--- src/rtl/vote_round_ctrl.sv ---
// ---------------------------------------------------------------------------
// vote_round_ctrl
//
// Sequences one three-voter majority round:
//   IDLE   -> waits for start; keeps last round's voted/pass for display.
//   OPEN   -> vote window; latches each voter's first press (sticky bits).
//             Closes on timeout or as soon as all three have voted.
//             cancel aborts back to IDLE with the latches cleared.
//   TALLY  -> single cycle; computes 2-of-3 majority from the latches.
//   RESULT -> holds the result for HOLD_CYCLES, then returns to IDLE with
//             a one-cycle done pulse.
//
// Parameters:
//   WIN_CYCLES  : vote window length in clk cycles (>= 1)
//   HOLD_CYCLES : result hold length in clk cycles (>= 1)
//   CNT_W       : shared counter width; both lengths must fit
//
// Ports:
//   clk          in   system clock, rising edge
//   rst          in   asynchronous active-high reset
//   start        in   begin a round (accepted in IDLE only)
//   cancel       in   abort the round (effective in OPEN only)
//   vote_a/b/c   in   voter presses, already synchronised to clk
//   window_open  out  high while votes are accepted
//   voted[2:0]   out  sticky per-voter latch, {c,b,a}
//   pass         out  majority result (at least 2 of 3 voted)
//   result_valid out  high while the result is being held
//   done         out  one-cycle pulse on the first IDLE cycle after RESULT
// ---------------------------------------------------------------------------
module vote_round_ctrl #(
  parameter int WIN_CYCLES  = 1000,
  parameter int HOLD_CYCLES = 500,
  parameter int CNT_W       = 16
) (
  input  logic       clk,
  input  logic       rst,
  input  logic       start,
  input  logic       cancel,
  input  logic       vote_a,
  input  logic       vote_b,
  input  logic       vote_c,
  output logic       window_open,
  output logic [2:0] voted,
  output logic       pass,
  output logic       result_valid,
  output logic       done
);

  typedef enum logic [1:0] {
    S_IDLE   = 2'd0,
    S_OPEN   = 2'd1,
    S_TALLY  = 2'd2,
    S_RESULT = 2'd3
  } state_t;

  // Terminal counts; the counter is compared for equality only and is
  // cleared on every state change, so it never needs to wrap.
  localparam logic [CNT_W-1:0] WIN_LAST  = CNT_W'(WIN_CYCLES - 1);
  localparam logic [CNT_W-1:0] HOLD_LAST = CNT_W'(HOLD_CYCLES - 1);

  state_t           state_q;
  logic [CNT_W-1:0] cnt_q;
  logic [2:0]       voted_q;
  logic             pass_q;
  logic             window_open_q;
  logic             result_valid_q;
  logic             done_q;

  // Candidate latch value including this cycle's presses. Used both to
  // update the latch and to detect an early close, so votes arriving on
  // the closing cycle are never lost.
  logic [2:0] votes_in;
  logic [2:0] voted_d;
  logic       all_voted_d;
  logic       win_timeout;
  logic       hold_expired;
  logic       pass_d;

  assign votes_in     = {vote_c, vote_b, vote_a};
  assign voted_d      = voted_q | votes_in;
  assign all_voted_d  = &voted_d;
  assign win_timeout  = (cnt_q == WIN_LAST);
  assign hold_expired = (cnt_q == HOLD_LAST);

  // 2-of-3 majority of the frozen latches.
  assign pass_d = (voted_q[0] & voted_q[1]) |
                  (voted_q[0] & voted_q[2]) |
                  (voted_q[1] & voted_q[2]);

  always_ff @(posedge clk or posedge rst) begin
    if (rst) begin
      state_q        <= S_IDLE;
      cnt_q          <= '0;
      voted_q        <= '0;
      pass_q         <= 1'b0;
      window_open_q  <= 1'b0;
      result_valid_q <= 1'b0;
      done_q         <= 1'b0;
    end else begin
      case (state_q)
        S_IDLE: begin
          // done is only ever high for the first IDLE cycle.
          done_q <= 1'b0;
          // cancel is meaningless here, so start always wins.
          if (start) begin
            state_q       <= S_OPEN;
            window_open_q <= 1'b1;
            voted_q       <= '0;
            pass_q        <= 1'b0;
            cnt_q         <= '0;
          end
        end

        S_OPEN: begin
          if (cancel) begin
            // Abort beats both close conditions; no done pulse.
            state_q       <= S_IDLE;
            window_open_q <= 1'b0;
            voted_q       <= '0;
            cnt_q         <= '0;
          end else begin
            voted_q <= voted_d;
            if (win_timeout || all_voted_d) begin
              state_q       <= S_TALLY;
              window_open_q <= 1'b0;
              cnt_q         <= '0;
            end else begin
              cnt_q <= cnt_q + 1'b1;
            end
          end
        end

        S_TALLY: begin
          pass_q         <= pass_d;
          state_q        <= S_RESULT;
          result_valid_q <= 1'b1;
          cnt_q          <= '0;
        end

        S_RESULT: begin
          if (hold_expired) begin
            state_q        <= S_IDLE;
            result_valid_q <= 1'b0;
            done_q         <= 1'b1;
            cnt_q          <= '0;
          end else begin
            cnt_q <= cnt_q + 1'b1;
          end
        end

        default: begin
          state_q        <= S_IDLE;
          cnt_q          <= '0;
          window_open_q  <= 1'b0;
          result_valid_q <= 1'b0;
          done_q         <= 1'b0;
        end
      endcase
    end
  end

  assign window_open  = window_open_q;
  assign voted        = voted_q;
  assign pass         = pass_q;
  assign result_valid = result_valid_q;
  assign done         = done_q;

endmodule
--- config.mk ---
export PLATFORM = sky130hd
export DESIGN_NAME = vote_round_ctrl
export DESIGN_NICKNAME = d
export VERILOG_FILES = /design/src/rtl/vote_round_ctrl.sv
export SDC_FILE = /design/constraint.sdc
export NUM_CORES = 1
export LEC_CHECK = 0
export BUFFER_PORTS_ARGS = -buffer_cell sky130_fd_sc_hd__buf_2
export CORE_UTILIZATION = 33
export DETAILED_ROUTE_END_ITERATION = 12
export GPL_ROUTABILITY_DRIVEN = 0
export PLACE_DENSITY_LB_ADDON = 0.08
export SETUP_SLACK_MARGIN = 0.02
export SKIP_CTS_REPAIR_TIMING = 1
export SKIP_LAST_GASP = 1
export SYNTH_ARGS = -nofsm -noshare
export SYNTH_HDL_FRONTEND = slang
export SYNTH_SLANG_ARGS = --single-unit
--- constraint.sdc ---
create_clock -name clk -period 3.2 [get_ports clk]
set_input_delay 0.8 -clock clk [delete_from_list [all_inputs] [get_ports clk]]
set_output_delay 0.8 -clock clk [all_outputs]
set_load 0.02 [all_outputs]
Word level (Yosys, flattened, before mapping)
Cells that the tools add are included.
{ "word_totals": {"register_bits": 25, "in_bits": 7, "output_inout_bits": 7, "wordCells": 58} }
{ "classes": {"n_addsub": 1, "n_eq_ne": 8, "mux": 23, "n_bitwise": 6, "reduce_logical": 13} }
{ "ops": {"columns": ["cell", "count"], "rows": [
  ["$mux 16", 4],
  ["$pmux 16 s4", 1],
  ["$add 16x1->16 const B", 1],
  ["$eq 16x10->1 const B", 1],
  ["$eq 16x9->1 const B", 1],
  ["$reduce_and 3->1", 3],
  ["$mux 2", 4],
  ["$pmux 1 s2", 4],
  ["$pmux 2 s4", 1],
  ["$reduce_and 2->1", 4],
  ["$reduce_bool 2->1", 4],
  ["$mux 1", 6],
  ["$mux 3", 2],
  ["$pmux 3 s2", 1],
  ["$eq 2x2->1 const B", 2],
  ["$ne 2x2->1 const B", 2],
  ["$and 1x1->1", 3],
  ["$ne 3x3->1 const B", 1],
  ["$or 3x3->3", 1],
  ["$eq 2x1->1 const B", 1],
  ["$logic_not 2->1", 1],
  ["$or 1x1->1", 2],
  ["$logic_or 1x1->1", 1]
]} }

Depth between registers and ports, before layout
Gate-level depths: netlist of the first run.
{ "depth": {"word_depth": 6, "mapped_depth": 7, "mapped_depth_nobuf": 6} }

Least setup slack after synthesis of the first run
OpenSTA, ideal clock, no wires.
{ "synth_path": {"path_kind": "flip-flop to flip-flop", "startpoint": "register cnt_q[11]", "endpoint": "register cnt_q[9]", "setup_time_ns": 0.125, "arrival_ns": 1.834, "t_required_ns": 3.075, "setup_slack_ns": 1.240, "stages_incl_launch_ff": 7, "path_buffers": 1, "period_less_slack_ns": 1.960, "cell_sequence": "dfrtp_1 -> or4_4 -> nor4_4 -> o22ai_2 -> buf_6 -> a21oi_1 -> mux2i_1"} }
{ "synth_via": {"elab_chain_cells": 5, "word_cells_on_any_way": 7, "classes_between": "eq/ne (2); mux (4); reduce/logical (1)"} }
{ "synth_lines": {"columns": ["item", "line", "source"], "rows": [
  ["start, declared", "62", "logic [CNT_W-1:0] cnt_q;"],
  ["start signal, assigned", "128", "cnt_q <= cnt_q + 1'b1;"],
  ["start signal, assigned", "147", "cnt_q <= cnt_q + 1'b1;"],
  ["$eq 16x10->1", "82", "assign win_timeout = (cnt_q == WIN_LAST);"],
  ["$logic_or 1x1->1", "123", "if (win_timeout || all_voted_d) begin"],
  ["$mux 16", "123", null],
  ["$mux 16", "115", "if (cancel) begin"],
  ["$pmux 16 s4 *", "100", "case (state_q)"]
]} }
Every way passes the cells marked *; elsewhere a longest branch is shown, timed or not.
A chain may end at the register's enable or synchronous reset.

Final worst setup path of the first run
{ "layout_path": {"startpoint": "register cnt_q[11]", "endpoint": "register cnt_q[11]"} }
{ "layout_via": {"elab_chain_cells": 5, "word_cells_on_any_way": 8, "classes_between": "add/sub (1); eq/ne (2); mux (4); reduce/logical (1)"} }
{ "layout_lines": {"columns": ["item", "line"], "rows": [
  ["branches (longest 4 deep; another with $add 16x1->16)", null],
  ["$pmux 16 s4 *", "100"]
]} }
Every way passes the cells marked *.

==> results of run 1 <==
[sequential cells by signal (all words and copies together) (netlist names), named ones only]
signal,count
window_open,1
pass,1
voted,3
done,1
result_valid,1
cnt_q,16
state_q,1
[path summary, 6_finish.rpt]
| path | end | startpoint | slack (ns) |
|---|---|---|---|
| setup reg to reg | cnt_q[11] | cnt_q[11] | 0.90 |
| min in group asynchronous | cnt_q[14] | rst | 0.73 |
| max in group asynchronous | cnt_q[0] | rst | 1.90 |
| hold reg to reg | result_valid | result_valid | 0.48 |
| setup / recovery | cnt_q[11] | cnt_q[11] | 0.90 |
| hold / removal | result_valid | result_valid | 0.48 |
[metrics by stage]
stage | power (uW) | util | hold slack, ns
floorplan | 753 | - | 0.478
global placement | 828 | 0.379 | 0.460
detailed placement | 835 | 0.379 | 0.464
CTS | 1030 | 0.391 | 0.485
global route | 1100 | 0.391 | 0.502
finish | 1020 | 0.391 | 0.478
[report_power, final]
| group | switching (uW) | internal, uW |
|---|---|---|
| logic | 232 | 142 |
| registers | 84.1 | 371 |
| clock network | 100 | 87.1 |
| total | 416 | 601 |
[area by class of cell]
class                      instances  area (um2)
sequential                        25         626
tap                               48        60.1
multi-input combinational        101         659
clock inverter                     1        5.00
clock buffer                       3        41.3
fill                             392        2310
timing repair buffer              15        80.1
inverter                           4        15.0
[worst register-to-register path: cells and delay by family, from the launching register on]
| family | cells | cell delay (ns) |
|---|---|---|
| flip-flops | 1 | 0.43 |
| AO/OA/AOI/OAI | 2 | 0.51 |
| buffers and inverters | 1 | 0.26 |
| AND/OR/NAND/NOR | 2 | 0.98 |
[Yosys cell counts (4+ instances only)]
master,number
dfrtp_1,25
nand2_1,13
a31oi_1,12
a21oi_1,9
nor2_1,9
a22o_1,7
o21ai_0,7
nand3_1,6
clkbuf_1,4
inv_1,4
nand4_1,4
xnor2_1,4
[metal layers]
layer	share of wire	wire length [um]
met5	0	0
met4	0.011	29
met3	0.041	111
met2	0.47	1280
met1	0.48	1300
[cell families after synthesis]
kind of cell | synth area share
adder cells (fa/ha/maj) | 0.00929
AND/OR/NAND/NOR | 0.232
multiplexers | 0.00744
flip-flops | 0.465
buffers and inverters | 0.0455
XOR/XNOR | 0.0325
AO/OA/AOI/OAI | 0.208
==> flow_metrics.env, run 1 <==
export IMPL_status="finished clean"
export IMPL_totalWireLength_um=2720
export IMPL_use_met2=0.228
export IMPL_critPathArrivalTime_ns=2.46
export IMPL_cp_num_buf_inv=1
export IMPL_drcViolationCount=0
export IMPL_clkSlewWorstSetupHoldPaths_ns=0.09
export IMPL_ys_types=40
export IMPL_fin_area_mm2=0.00149
export IMPL_std_cell_rows=22
export IMPL_hold_viol=0
export IMPL_max_cap_violations=0
export IMPL_vias_per_cell=5.37
export IMPL_fin_crit_sh=0.719
export IMPL_clock_fmax_mhz=434
export IMPL_start_kind="flop"
export IMPL_setup_violations_final=0
export IMPL_yosys_area_top_type="dfrtp_1"
export IMPL_synth_async_sr_flop_share=1.00
export IMPL_min_path_type="flop to flop"
export IMPL_rr_worst_depth=5
export IMPL_clock_skew_ns=0.00196
export IMPL_crit_chain="or4_4, nor4_4, o22ai_2, buf_4, a22o_1"
export IMPL_global_route_usage_met1=0.193
export IMPL_io_pins=14
export IMPL_drive_gt1_frac=0.195
export IMPL_cp_end_kind="flop"
export IMPL_slowest_delay_ns=0.58
export IMPL_critPathSlowestCell="or4_4"
export IMPL_grt_antenna_before_repair=0
export IMPL_antenna_cells=0
export IMPL_peakVddDrop_mv=0.230
export IMPL_cts_root_buffer="clkbuf_8"
export IMPL_first_pass_iters=4
export IMPL_drt_initial_drc_count=33
export IMPL_drtAntennaViolNets=0
export IMPL_critPathKind="flop to flop"
export IMPL_gr_usage_all_layers=0.148
export IMPL_detailedPlace_worstSlack_ns=0.654
export IMPL_setup_slack_ns=0.898
export IMPL_die_y_um=65.9
export IMPL_power_density_mw_per_mm2=684
export IMPL_cp_max_fo=19
export IMPL_numCtsBuffers=3
export IMPL_cts_max_level=1
export IMPL_die_width_um=65.9
export IMPL_grt_pass1_wl_um=4800
export IMPL_dpl_instance_area_mm2=0.00144
export IMPL_rsz0062_at_grt="false"
export IMPL_setup_tns_final_ns=0
export IMPL_yosys_top_cells_area="dfrtp_1 (46%), a31oi_1 (5.6%), a22o_1 (4.6%)"
export IMPL_dieArea_mm2=0.00434
export IMPL_synth_edff_count=0
export IMPL_crit_cells=5
export IMPL_syn_inst=138
export IMPL_dp_hpwl_um=1970
export IMPL_p_leak_uw=0.000645
export IMPL_routedWlPerCell_um=13.8
export IMPL_dp_cells=193
export IMPL_ys_seq_elements=25
export IMPL_final_nets=158
export IMPL_drv_slew=0
export IMPL_globalRouteOverflowTotal=0
export IMPL_final_cell_mix="dfrtp_1 (25), nand2_1 (13), buf_2 (13)"
export IMPL_initial_core_util=0.354
export IMPL_num_vias=1057
export IMPL_netlist_area_mm2=0.00135
export IMPL_cts_num_sinks=25
export IMPL_port_buffers=13
export IMPL_synthFlopType="dfrtp_1"
export IMPL_synthToLayoutAreaGrowth_pct=10.4
export IMPL_tightest_slew_ns=0.943
export IMPL_hold_path_cell_count=1
export IMPL_slew_headroom=0.371
export IMPL_required_ns=3.36
export IMPL_seq_area_frac_synth=0.465
export IMPL_critical_path_top_delay_family="simple AND/OR/NAND/NOR gates"
export IMPL_yosysWarnings=0
export IMPL_final_common_cell="dfrtp_1"
export IMPL_avgSynthCellArea_um2=9.76
export IMPL_synthesis_nets=146
export IMPL_finalCriticalPeriod_ns=2.30
export IMPL_synth_top_area_share=0.465
export IMPL_cts_tree="done"
export IMPL_grt_pass1_vias=997
export IMPL_clk_path_buf_depth=2
export IMPL_busiest_layer="met2"
export IMPL_use_met3=0.0448
export IMPL_fp_coreArea_mm2=0.00380
export IMPL_fin_cells=197
export IMPL_insertion_delay_ns=0.27
export IMPL_grt_max_degree=26
No activity file was read; power rests on OpenSTA's default activity.
==> run 2, diff against run 1 <==
ABC_AREA = 1   (was not set)
clock period = 2.2 ns   (was 3.2 ns; I/O delays follow)
==> flow_metrics.env, run 2 <==
export IMPL_status="finished clean"
export IMPL_drtAntennaViolNets=0
export IMPL_slew_headroom=0.777
export IMPL_ys_types=20
export IMPL_peakVddDrop_mv=0.277
export IMPL_vias_per_cell=4.43
export IMPL_cp_end_kind="flop"
export IMPL_globalRouteOverflowTotal=0
export IMPL_synth_most_common_cell="nand2_1"
export IMPL_die_y_um=69.6
export IMPL_critPathKind="flop to flop"
export IMPL_power_density_mw_per_mm2=461
export IMPL_port_buffers=13
export IMPL_ys_seq_elements=25
export IMPL_critPathSlowestCell="dfrtp_1"
export IMPL_synth_async_sr_flop_share=1.00
export IMPL_largest_reg_flops=16
export IMPL_dpl_instance_area_mm2=0.00164
export IMPL_grt_antenna_before_repair=0
export IMPL_whs_ns=0.313
export IMPL_clk_path_buf_depth=2
export IMPL_grt_pass1_vias=1224
export IMPL_start_kind="flop"
export IMPL_crit_chain="ha_1, nand2_2, inv_2, nand2_1, nor2_2, nand2_2, nand2_4, nand2_4, nand2_1, o21ai_0"
export IMPL_slowest_delay_ns=0.40
export IMPL_synth_edff_count=0
export IMPL_num_vias=1259
export IMPL_required_ns=2.35
export IMPL_grt_max_degree=26
export IMPL_gr_usage_all_layers=0.150
export IMPL_clock_skew_ns=0.00453
export IMPL_setup_tns_final_ns=0
export IMPL_synthFlopType="dfrtp_1"
export IMPL_max_cap_violations=0
export IMPL_critPathArrivalTime_ns=1.70
export IMPL_hold_viol=0
export IMPL_cp_num_buf_inv=1
export IMPL_seq_area_frac_synth=0.415
export IMPL_std_cell_rows=24
export IMPL_drive_gt1_frac=0.185
export IMPL_multiInputGateArea_um2=744
export IMPL_cp_max_fo=16
export IMPL_fin_area_mm2=0.00169
export IMPL_ys_top_cells_by_count="nand2_1 (71), inv_1 (30), dfrtp_1 (25)"
export IMPL_final_common_cell="nand2_1"
export IMPL_io_pins=14
export IMPL_cts_tree="done"
export IMPL_cts_max_level=1
export IMPL_dp_cells=280
export IMPL_grt_pass1_wl_um=5790
export IMPL_setup_violations_final=0
export IMPL_synthToLayoutAreaGrowth_pct=11.9
export IMPL_final_nets=241
export IMPL_initial_core_util=0.344
export IMPL_avgSynthCellArea_um2=7.05
export IMPL_rsz0062_at_grt="false"
export IMPL_p_leak_uw=0.000865
export IMPL_drt_initial_drc_count=47
export IMPL_die_width_um=69.6
export IMPL_drv_slew=0
export IMPL_netlist_area_mm2=0.00151
export IMPL_critical_path_top_delay_family="simple AND/OR/NAND/NOR gates"
export IMPL_numCtsBuffers=3
export IMPL_top_register="cnt_q"
export IMPL_tightest_slew_ns=0.334
export IMPL_syn_inst=214
export IMPL_cts_root_buffer="clkbuf_8"
export IMPL_seq_area_um2=626
export IMPL_finalCriticalPeriod_ns=1.55
export IMPL_fillers=497
export IMPL_yosys_area_top_type="dfrtp_1"
export IMPL_totalWireLength_um=3250
export IMPL_fp_coreArea_mm2=0.00438
export IMPL_insertion_delay_ns=0.27
export IMPL_drcViolationCount=0
export IMPL_synth_top_area_share=0.415
export IMPL_cts_num_sinks=25
export IMPL_final_cell_mix="nand2_1 (71), inv_1 (30), dfrtp_1 (25)"
export IMPL_yosys_top_cells_area="dfrtp_1 (41%), nand2_1 (18%), inv_1 (7.5%)"
export IMPL_synthesis_nets=222
export IMPL_fin_crit_sh=0.705
export IMPL_yosysWarnings=0
export IMPL_clkSlewWorstSetupHoldPaths_ns=0.09
export IMPL_dieArea_mm2=0.00485
export IMPL_routedWlPerCell_um=11.4
export IMPL_dp_hpwl_um=2420
export IMPL_clock_fmax_mhz=645
export IMPL_min_path_type="input port to asynchronous set/reset pin"
export IMPL_fin_cells=284
export IMPL_first_pass_iters=4
export IMPL_antenna_cells=0
[run 2: cell types whose count changed after synthesis, sizes merged, moves of 4 or more]
cell    before  now
xor2         1    5
nor2         9   27
o21ai        8   15
nand2       13   85
a22o         7    0
a21oi       10    1
inv          4   32
a31oi       12    0
nand3        6   16
and4         4    0
clkbuf       4    0
[run 2: cell type report]
cell class                 instances  area share
tap                               52      0.0385
clock buffer                       4      0.0267
inverter                          34      0.0756
timing repair buffer              15      0.0474
multi-input combinational        154       0.441
sequential                        25       0.371
[run 2: worst min-delay path, cell delays in order]
cell,delay (ns)
buf_2,0.09
inv_1,0.04
buf_4,0.31
[run 2: report_power, final]
group / leakage [uW] / internal [uW] / total, uW / switching (uW)
Combinational: 0.000530 / 9.90 / 30.0 / 20.1
Clock: 0.0000228 / 130 / 283 / 153
Sequential: 0.000312 / 462 / 464 / 2.49
Total: 0.000865 / 602 / 778 / 176
[run 2: cells by family after synthesis]
group,count (synthesis),share of synthesized area
fa+ha+maj,1,0.00829
compound gates,16,0.0556
flops,25,0.415
buf+inv,35,0.0920
xor+xnor,6,0.0348
simple gates,131,0.395
[run 2: final timing paths]
check | cells after the start | startpoint | slack [ns] | end
max | 10 | cnt_q[1] | 0.65 | cnt_q[3]
min in group clk | 2 | result_valid | 0.47 | result_valid
min reg2reg | 2 | result_valid | 0.47 | result_valid
max reg2reg | 10 | cnt_q[1] | 0.65 | cnt_q[3]
min | 3 | rst | 0.31 | cnt_q[12]
max in group asynchronous | 3 | rst | 1.63 | cnt_q[2]
[run 2: routing by layer]
metal  part of all wire  GRT usage  wire, um
met1               0.55      0.214      1770
met2               0.42      0.234      1370
met3              0.027     0.0349        88
met4             0.0062     0.0267        20
met5                  0          0         0
[run 2: metrics by stage]
stage / worst slack, ns / utilization / power (uW)
after global placement: 0.644 / 0.375 / 506
after detailed placement: 0.625 / 0.375 / 505
after global routing: 0.466 / 0.385 / 815
after floorplan: 0.799 / - / 490
final: 0.649 / 0.385 / 778
after CTS: 0.630 / 0.385 / 791
